### src/rtl/axi_stream_slave.sv
// -----------------------------------------------------------------------------
// axi_stream_slave
//   Receives a byte-serial AXI-stream (data/valid/last with ready back-pressure)
//   and packs the bytes of one frame into an N_BYTES-wide word, first byte in
//   the least significant lane. A finished word is held for a parallel consumer
//   until it is read with re. While a word is held, ready stays low.
//
//   A frame that reaches N_BYTES bytes without last is closed as a full word
//   with err=1 (overrun). The bytes that follow start a fresh word.
//
// Ports
//   clk        in   system clock, all logic on posedge
//   reset      in   asynchronous, active-high reset
//   data       in   [7:0]           stream byte from the master
//   valid      in                   master presents a byte on data
//   last       in                   byte on data closes the frame
//   ready      out                  slave can accept a beat (registered)
//   data_out   out  [8*N_BYTES-1:0] assembled word, byte k at [8k+7:8k]
//   out_valid  out                  data_out holds a complete word (registered)
//   byte_cnt   out  [CNT_W-1:0]     bytes in the held word, 1..N_BYTES
//   err        out                  overrun flag for the held word
//   re         in                   consumer read strobe
// -----------------------------------------------------------------------------
module axi_stream_slave #(
  parameter  int N_BYTES = 8,
  localparam int CNT_W   = $clog2(N_BYTES + 1),
  localparam int W       = 8 * N_BYTES
) (
  input  logic             clk,
  input  logic             reset,
  input  logic [7:0]       data,
  input  logic             valid,
  input  logic             last,
  output logic             ready,
  output logic [W-1:0]     data_out,
  output logic             out_valid,
  output logic [CNT_W-1:0] byte_cnt,
  output logic             err,
  input  logic             re
);

  typedef enum logic {
    S_RECV,
    S_HOLD
  } state_t;

  localparam logic [CNT_W-1:0] LAST_IDX = CNT_W'(N_BYTES - 1);

  state_t           r_state;
  logic             r_ready;
  logic             r_out_valid;
  logic [CNT_W-1:0] r_idx;
  logic [W-1:0]     r_word;
  logic [CNT_W-1:0] r_cnt;
  logic             r_err;

  state_t           w_state_nx;
  logic             w_ready_nx;
  logic             w_out_valid_nx;
  logic [CNT_W-1:0] w_idx_nx;
  logic [W-1:0]     w_word_nx;
  logic [CNT_W-1:0] w_cnt_nx;
  logic             w_err_nx;

  // The only transfer condition: a beat moves when both sides agree.
  logic w_xfer;
  assign w_xfer = valid & r_ready;

  // NOTE: every signal driven here gets its hold value first, so no path
  // through the case leaves one unassigned and no latch is inferred.
  always_comb begin
    w_state_nx     = r_state;
    w_ready_nx     = r_ready;
    w_out_valid_nx = r_out_valid;
    w_idx_nx       = r_idx;
    w_word_nx      = r_word;
    w_cnt_nx       = r_cnt;
    w_err_nx       = r_err;

    case (r_state)
      S_RECV: begin
        // ready is low only in the first cycle after reset; raise it here.
        w_ready_nx = 1'b1;
        if (w_xfer) begin
          for (int k = 0; k < N_BYTES; k++) begin
            if (r_idx == CNT_W'(k)) w_word_nx[8*k +: 8] = data;
          end
          if (last || (r_idx == LAST_IDX)) begin
            // Frame closes: either by last, or by filling the final lane
            // without last, which is an overrun.
            w_state_nx     = S_HOLD;
            w_out_valid_nx = 1'b1;
            w_ready_nx     = 1'b0;
            w_idx_nx       = '0;
            w_cnt_nx       = r_idx + 1'b1;
            w_err_nx       = ~last;
          end else begin
            w_idx_nx = r_idx + 1'b1;
          end
        end
      end

      S_HOLD: begin
        // Clearing the word on read means unwritten lanes of the next
        // (possibly short) frame read back as zero.
        if (re) begin
          w_state_nx     = S_RECV;
          w_out_valid_nx = 1'b0;
          w_ready_nx     = 1'b1;
          w_word_nx      = '0;
          w_cnt_nx       = '0;
          w_err_nx       = 1'b0;
        end
      end

      default: begin
        w_state_nx = S_RECV;
      end
    endcase
  end

  // NOTE: state is updated with non-blocking assignments so every register
  // samples the values from before this edge, independent of statement order.
  always_ff @(posedge clk or posedge reset) begin
    if (reset) begin
      r_state     <= S_RECV;
      r_ready     <= 1'b0;
      r_out_valid <= 1'b0;
      r_idx       <= '0;
      r_word      <= '0;
      r_cnt       <= '0;
      r_err       <= 1'b0;
    end else begin
      r_state     <= w_state_nx;
      r_ready     <= w_ready_nx;
      r_out_valid <= w_out_valid_nx;
      r_idx       <= w_idx_nx;
      r_word      <= w_word_nx;
      r_cnt       <= w_cnt_nx;
      r_err       <= w_err_nx;
    end
  end

  assign ready     = r_ready;
  assign out_valid = r_out_valid;
  assign data_out  = r_word;
  assign byte_cnt  = r_cnt;
  assign err       = r_err;

endmodule

### config.mk
export PLATFORM = sky130hd
export DESIGN_NAME = axi_stream_slave
export DESIGN_NICKNAME = d
export VERILOG_FILES = /design/src/rtl/axi_stream_slave.sv
export SDC_FILE = /design/constraint.sdc
export NUM_CORES = 1
export LEC_CHECK = 0
export BUFFER_PORTS_ARGS = -buffer_cell sky130_fd_sc_hd__buf_2
export CORE_ASPECT_RATIO = 0.9
export CORE_MARGIN = 1.5
export CORE_UTILIZATION = 47
export CTS_CLUSTER_DIAMETER = 100
export DETAILED_ROUTE_END_ITERATION = 16
export PLACE_DENSITY = 0.85
export SKIP_LAST_GASP = 1
export SYNTH_ARGS = -nofsm -noshare
export SYNTH_HDL_FRONTEND = slang
export SYNTH_SLANG_ARGS = --single-unit
export TNS_END_PERCENT = 10
### constraint.sdc
create_clock -name clk -period 2.2 [get_ports clk]
set_input_delay 0.44 -clock clk [delete_from_list [all_inputs] [get_ports clk]]
set_output_delay 0.44 -clock clk [all_outputs]
set_load 0.02 [all_outputs]
# [Yosys cells after proc, flatten, opt, wreduce, memory -nomap -nowiden]
# Index checks and enable logic that the tools add are counted.
[word_totals] ff_bits=76 word_cells=79
[classes] n_addsub=1 eq_ne=18 n_mux=31 bitwise=3 reduce_logical=12
[ops] op="$mux 64" n=2
[ops] op="$pmux 64 s2" n=1
[ops] op="$mux 8" n=8
[ops] op="$reduce_and 3->1" n=9
[ops] op="$ne 2x2->1 const B" n=11
[ops] op="$eq 4x3->1 const B" n=4
[ops] op="$mux 4" n=4
[ops] op="$mux 1" n=11
[ops] op="$eq 4x2->1 const B" n=2
[ops] op="$pmux 1 s2" n=4
[ops] op="$pmux 4 s2" n=1
[ops] op="$add 4x1->4 const B" n=1
[ops] op="$eq 4x1->1 const B" n=1
[ops] op="$logic_not 4->1" n=1
[ops] op="$not 1->1" n=2
[ops] op="$reduce_and 2->1" n=1
[ops] op="$and 1x1->1" n=1
[ops] op="$logic_or 1x1->1" n=1

# [Longest topological paths before layout]
[depth] word_depth=5 depth_mapped=5 ltp_nobuf=5

# [Worst setup path before layout]
# No wires, ideal clock.
[synth_timing] path_type="reg-to-reg" startpoint="register r_idx[0]" endpoint="register r_word[16] (netlist: data_out[16])" setup_time_ns=0.125 arrival_time_ns=1.629 required_ns=2.075 path_slack_ns=0.446 path_stages_with_launch=6 synth_period_minus_slack_ns=1.754 cell_sequence="dfrtp_1 > inv_1 > ha_1 > or3b_1 > a22oi_4 > mux2_2"
[synth_between] elab_chain_cells=3
[synth_rtl] element="start: declaration" line="52" source="logic [CNT_W-1:0] r_idx;"
[synth_rtl] element="start signal: assignment" line="137" source="r_idx <= w_idx_nx;"
[synth_rtl] element="$eq 4x2->1" line="86" source="if (r_idx == CNT_W'(k)) w_word_nx[8*k +: 8] = data;"
[synth_rtl] element="$ne 2x2->1 (no line)"
[synth_rtl] element="$reduce_and 3->1 (no line)"
[synth_rtl] element="end signal: assignment" line="138" source="r_word <= w_word_nx;"
[synth_rtl] element="end: declaration" line="53" source="logic [W-1:0] r_word;"
# No other way between the ends.
# A chain may end at the register's enable or synchronous reset.

# [Worst setup path in the final report]
[layout_timing] startpoint="register r_idx[0]" endpoint="register r_word[0] (netlist: data_out[0])"
[layout_between] elab_chain_cells=3
[layout_rtl] element="$logic_not 4->1" line="86"
[layout_rtl] element="$ne 2x2->1 (no line)"
[layout_rtl] element="$reduce_and 3->1 (no line)"
# No other way between the ends.

==> qor.yml <==
worst_setup_path:
  arrival_ns: 2.19
  cp_max_fo: 8
  worstPathCellList: "inv_1, ha_1, or3b_1, a22oi_4, mux2_2"
  cp-start-kind: "flip-flop"
  endpoint_kind: "flip-flop"
  required_ns: 2.43
  cp_slowest_cell: "dfrtp_1"
  path_buf_inv: 1
  cpLargestDelayFamily: "flip-flops"
  rrSetupSlack_ns: 0.24
  critical_path.max_stage_delay_ns: 0.44
  worstSetupPathType: "reg -> reg"
cts:
  cts.sinks: 76
  clk-insertion-delay-late_ns: 0.35
  cts_root_buf: "clkbuf_8"
  numCtsBuffers: 9
  hold_buffers: 0
  cts_tree: "built"
  clockBufferDepth: 2
  cts.clk_slew.worst_paths_ns: 0.08
  postCtsSetupRepairBufs: 0
  htree_levels: 3
  ctsResizeCount: 0
route:
  routed_wl_um: 7180
  final_antenna_net_count: 0
  firstDrtPassIters: 4
  viasPerCell: 5.29
  drc_errors: 0
  vias: 2221
  drt_iter0_markers: 130
  routedWlPerCell_um: 17.1
die:
  dieWidth_um: 90.5
  coreArea_um2: 6620
  initial_core_util_pct: 48.9
  fp-row-count: 28
  io_pins: 84
  die_y_um: 81.8
  die-area_um2: 7400
global_route:
  antenna_found_initial: 0
  grt_pass1_wl_um: 11400
  groute.usage.overall_pct: 20.7
  gr-total-overflow: 0
  grt_max_degree: 44
  grt_pass1_vias: 2275
yosys:
  netlist_instances: 232
  synth.ff_latch_count: 76
  avgSynthCellArea_um2: 14.0
  ys_warn_count: 0
  syn_area_um2: 3240
  syn_nets: 249
  ys_types: 31
  synth_seq_area_share_pct: 58.7
place:
  numPortBuffers: 83
  dp_cells: 404
  dp_hpwl_um: 5220
  place.gp.congestion: 0.826
min_path:
  hold_path.class: "in -> async"
timing:
  slew_headroom_pct: 57.9
  setup_violations: 0
  worstMarginPinSlew_ns: 0.631
  finClkSkew_ns: 0.00526
  max_freq_mhz: 511
  post-route-period-util_pct: 89.0
  rsz0062_at_grt: "false"
  slew_violations: 0
  tns_ns: 0
  finalCriticalPeriod_ns: 1.96
  hold_viol_final: 0
pwr:
  irDropWorstVdd_mv: 0.788
  switchingPower_mw: 2.11
  switching_share_pct: 38.2
  p_int_mw: 3.43
  cellLeakagePower_nw: 1.95
  comb_power_share_pct: 40.4
  seq_power_share_pct: 40.4
  power_mw: 5.54
  power.density_nw_per_um2: 1380
  p_clk_share_pct: 19.1
final_layout:
  num-fill-cells: 540
  finalNetCount: 342
  layout_commonest_cell: "buf_2"
  fin_cells: 420
  diodes: 0
  mostFrequentLayoutCells: "buf_2, dfrtp_1, mux2_2"
  syn_to_final_growth_pct: 23.6
  layout-drive-gt1-share_pct: 53.0
run_status:
  status: "complete, no violations"
run:
  drv_cap: 0
cells in the mapped netlist, drive strengths merged:
master	n	share of area, %
o22ai	1	0.19
mux2	56	19
nand2	20	2.3
xor2	1	0.27
a22oi	7	4.3
nand3b	5	1.2
dfrtp	76	59
a31o	1	0.27
mux2i	4	1.2
buf	7	1.4
o21a	1	0.23
and3b	2	0.54
nor2b	8	1.5
xnor2	1	0.27
a32o	1	0.31
nand2b	2	0.39
ha	4	1.5
or3b	4	1.2
nor2	2	0.23
clkbuf	2	0.23
o21ai	11	1.8
inv	5	0.58
o31ai	1	0.23
nor3	1	0.15
nand3	9	1.4
state kept, by name (all words and copies together) (netlist names):
register,cells
data_out,64
byte_cnt,4
r_idx,4
err,1
out_valid,1
r_state,1
ready,1
worst register-to-register path, stage by stage (launching register included):
cell	delay [ns]
dfrtp_1	0.44
inv_1	0.13
ha_1	0.18
or3b_1	0.39
a22oi_4	0.32
mux2_2	0.39
layer usage:
metal  wire [um]  up-vias  GRT usage, %
met5           0        -             0
met4         165        0          11.0
met3         367       15          5.28
met2        3510       72          33.9
met1        3140     1128          25.6
li1            -     1006             -
power by group through the flow:
stage               Sequential (mW)  Combinational, mW  Clock, mW
floorplan                      2.90              0.838          0
global placement               2.25               2.20          0
detailed placement             2.27               2.26          0
CTS                            2.25               2.26       1.09
global route                   2.31               2.40       1.15
finish                         2.24               2.24       1.06
layout make-up:
class | instances | area, um2 | area share, %
timing repair buffer | 91 | 500 | 12.5
multi-input combinational | 142 | 1260 | 31.6
sequential | 76 | 1900 | 47.5
inverter | 5 | 22.5 | 0.563
clock inverter | 6 | 63.8 | 1.59
tap | 90 | 113 | 2.81
clock buffer | 10 | 138 | 3.44
metrics by stage:
step | hold slack [ns] | setup slack [ns] | utilization [%] | cell area, um2
floorplan | 0.516 | 0.446 | - | 3240
global placement | 0.417 | 0.296 | 57.4 | 3800
detailed placement | 0.424 | 0.244 | 57.4 | 3800
CTS | 0.0416 | 0.238 | 60.5 | 4000
global route | 0.0581 | 0.176 | 60.5 | 4000
finish | 0.0481 | 0.242 | 60.5 | 4000
cell families (layout without fill, tap and decap cells):
logic type,after synthesis,count (layout),synth area share [%]
compound gates,23,23,7.38
xor+xnor,2,2,0.541
buf+inv,14,112,2.24
mux,60,60,20.7
simple gates,53,53,8.88
flops,76,76,58.7
fa+ha+maj,4,4,1.55
path summary, 6_finish.rpt:
check | from | end | cells past startpoint
setup / recovery | r_idx[0] | data_out[0] | 5
hold / removal | reset | data_out[15] | 2
setup reg to reg | r_idx[0] | data_out[0] | 5
hold reg to reg | data_out[11] | data_out[11] | 1
max in group asynchronous | reset | data_out[32] | 3
min in group clk | data[0] | data_out[56] | 3
(Power assumes the default switching activity.)
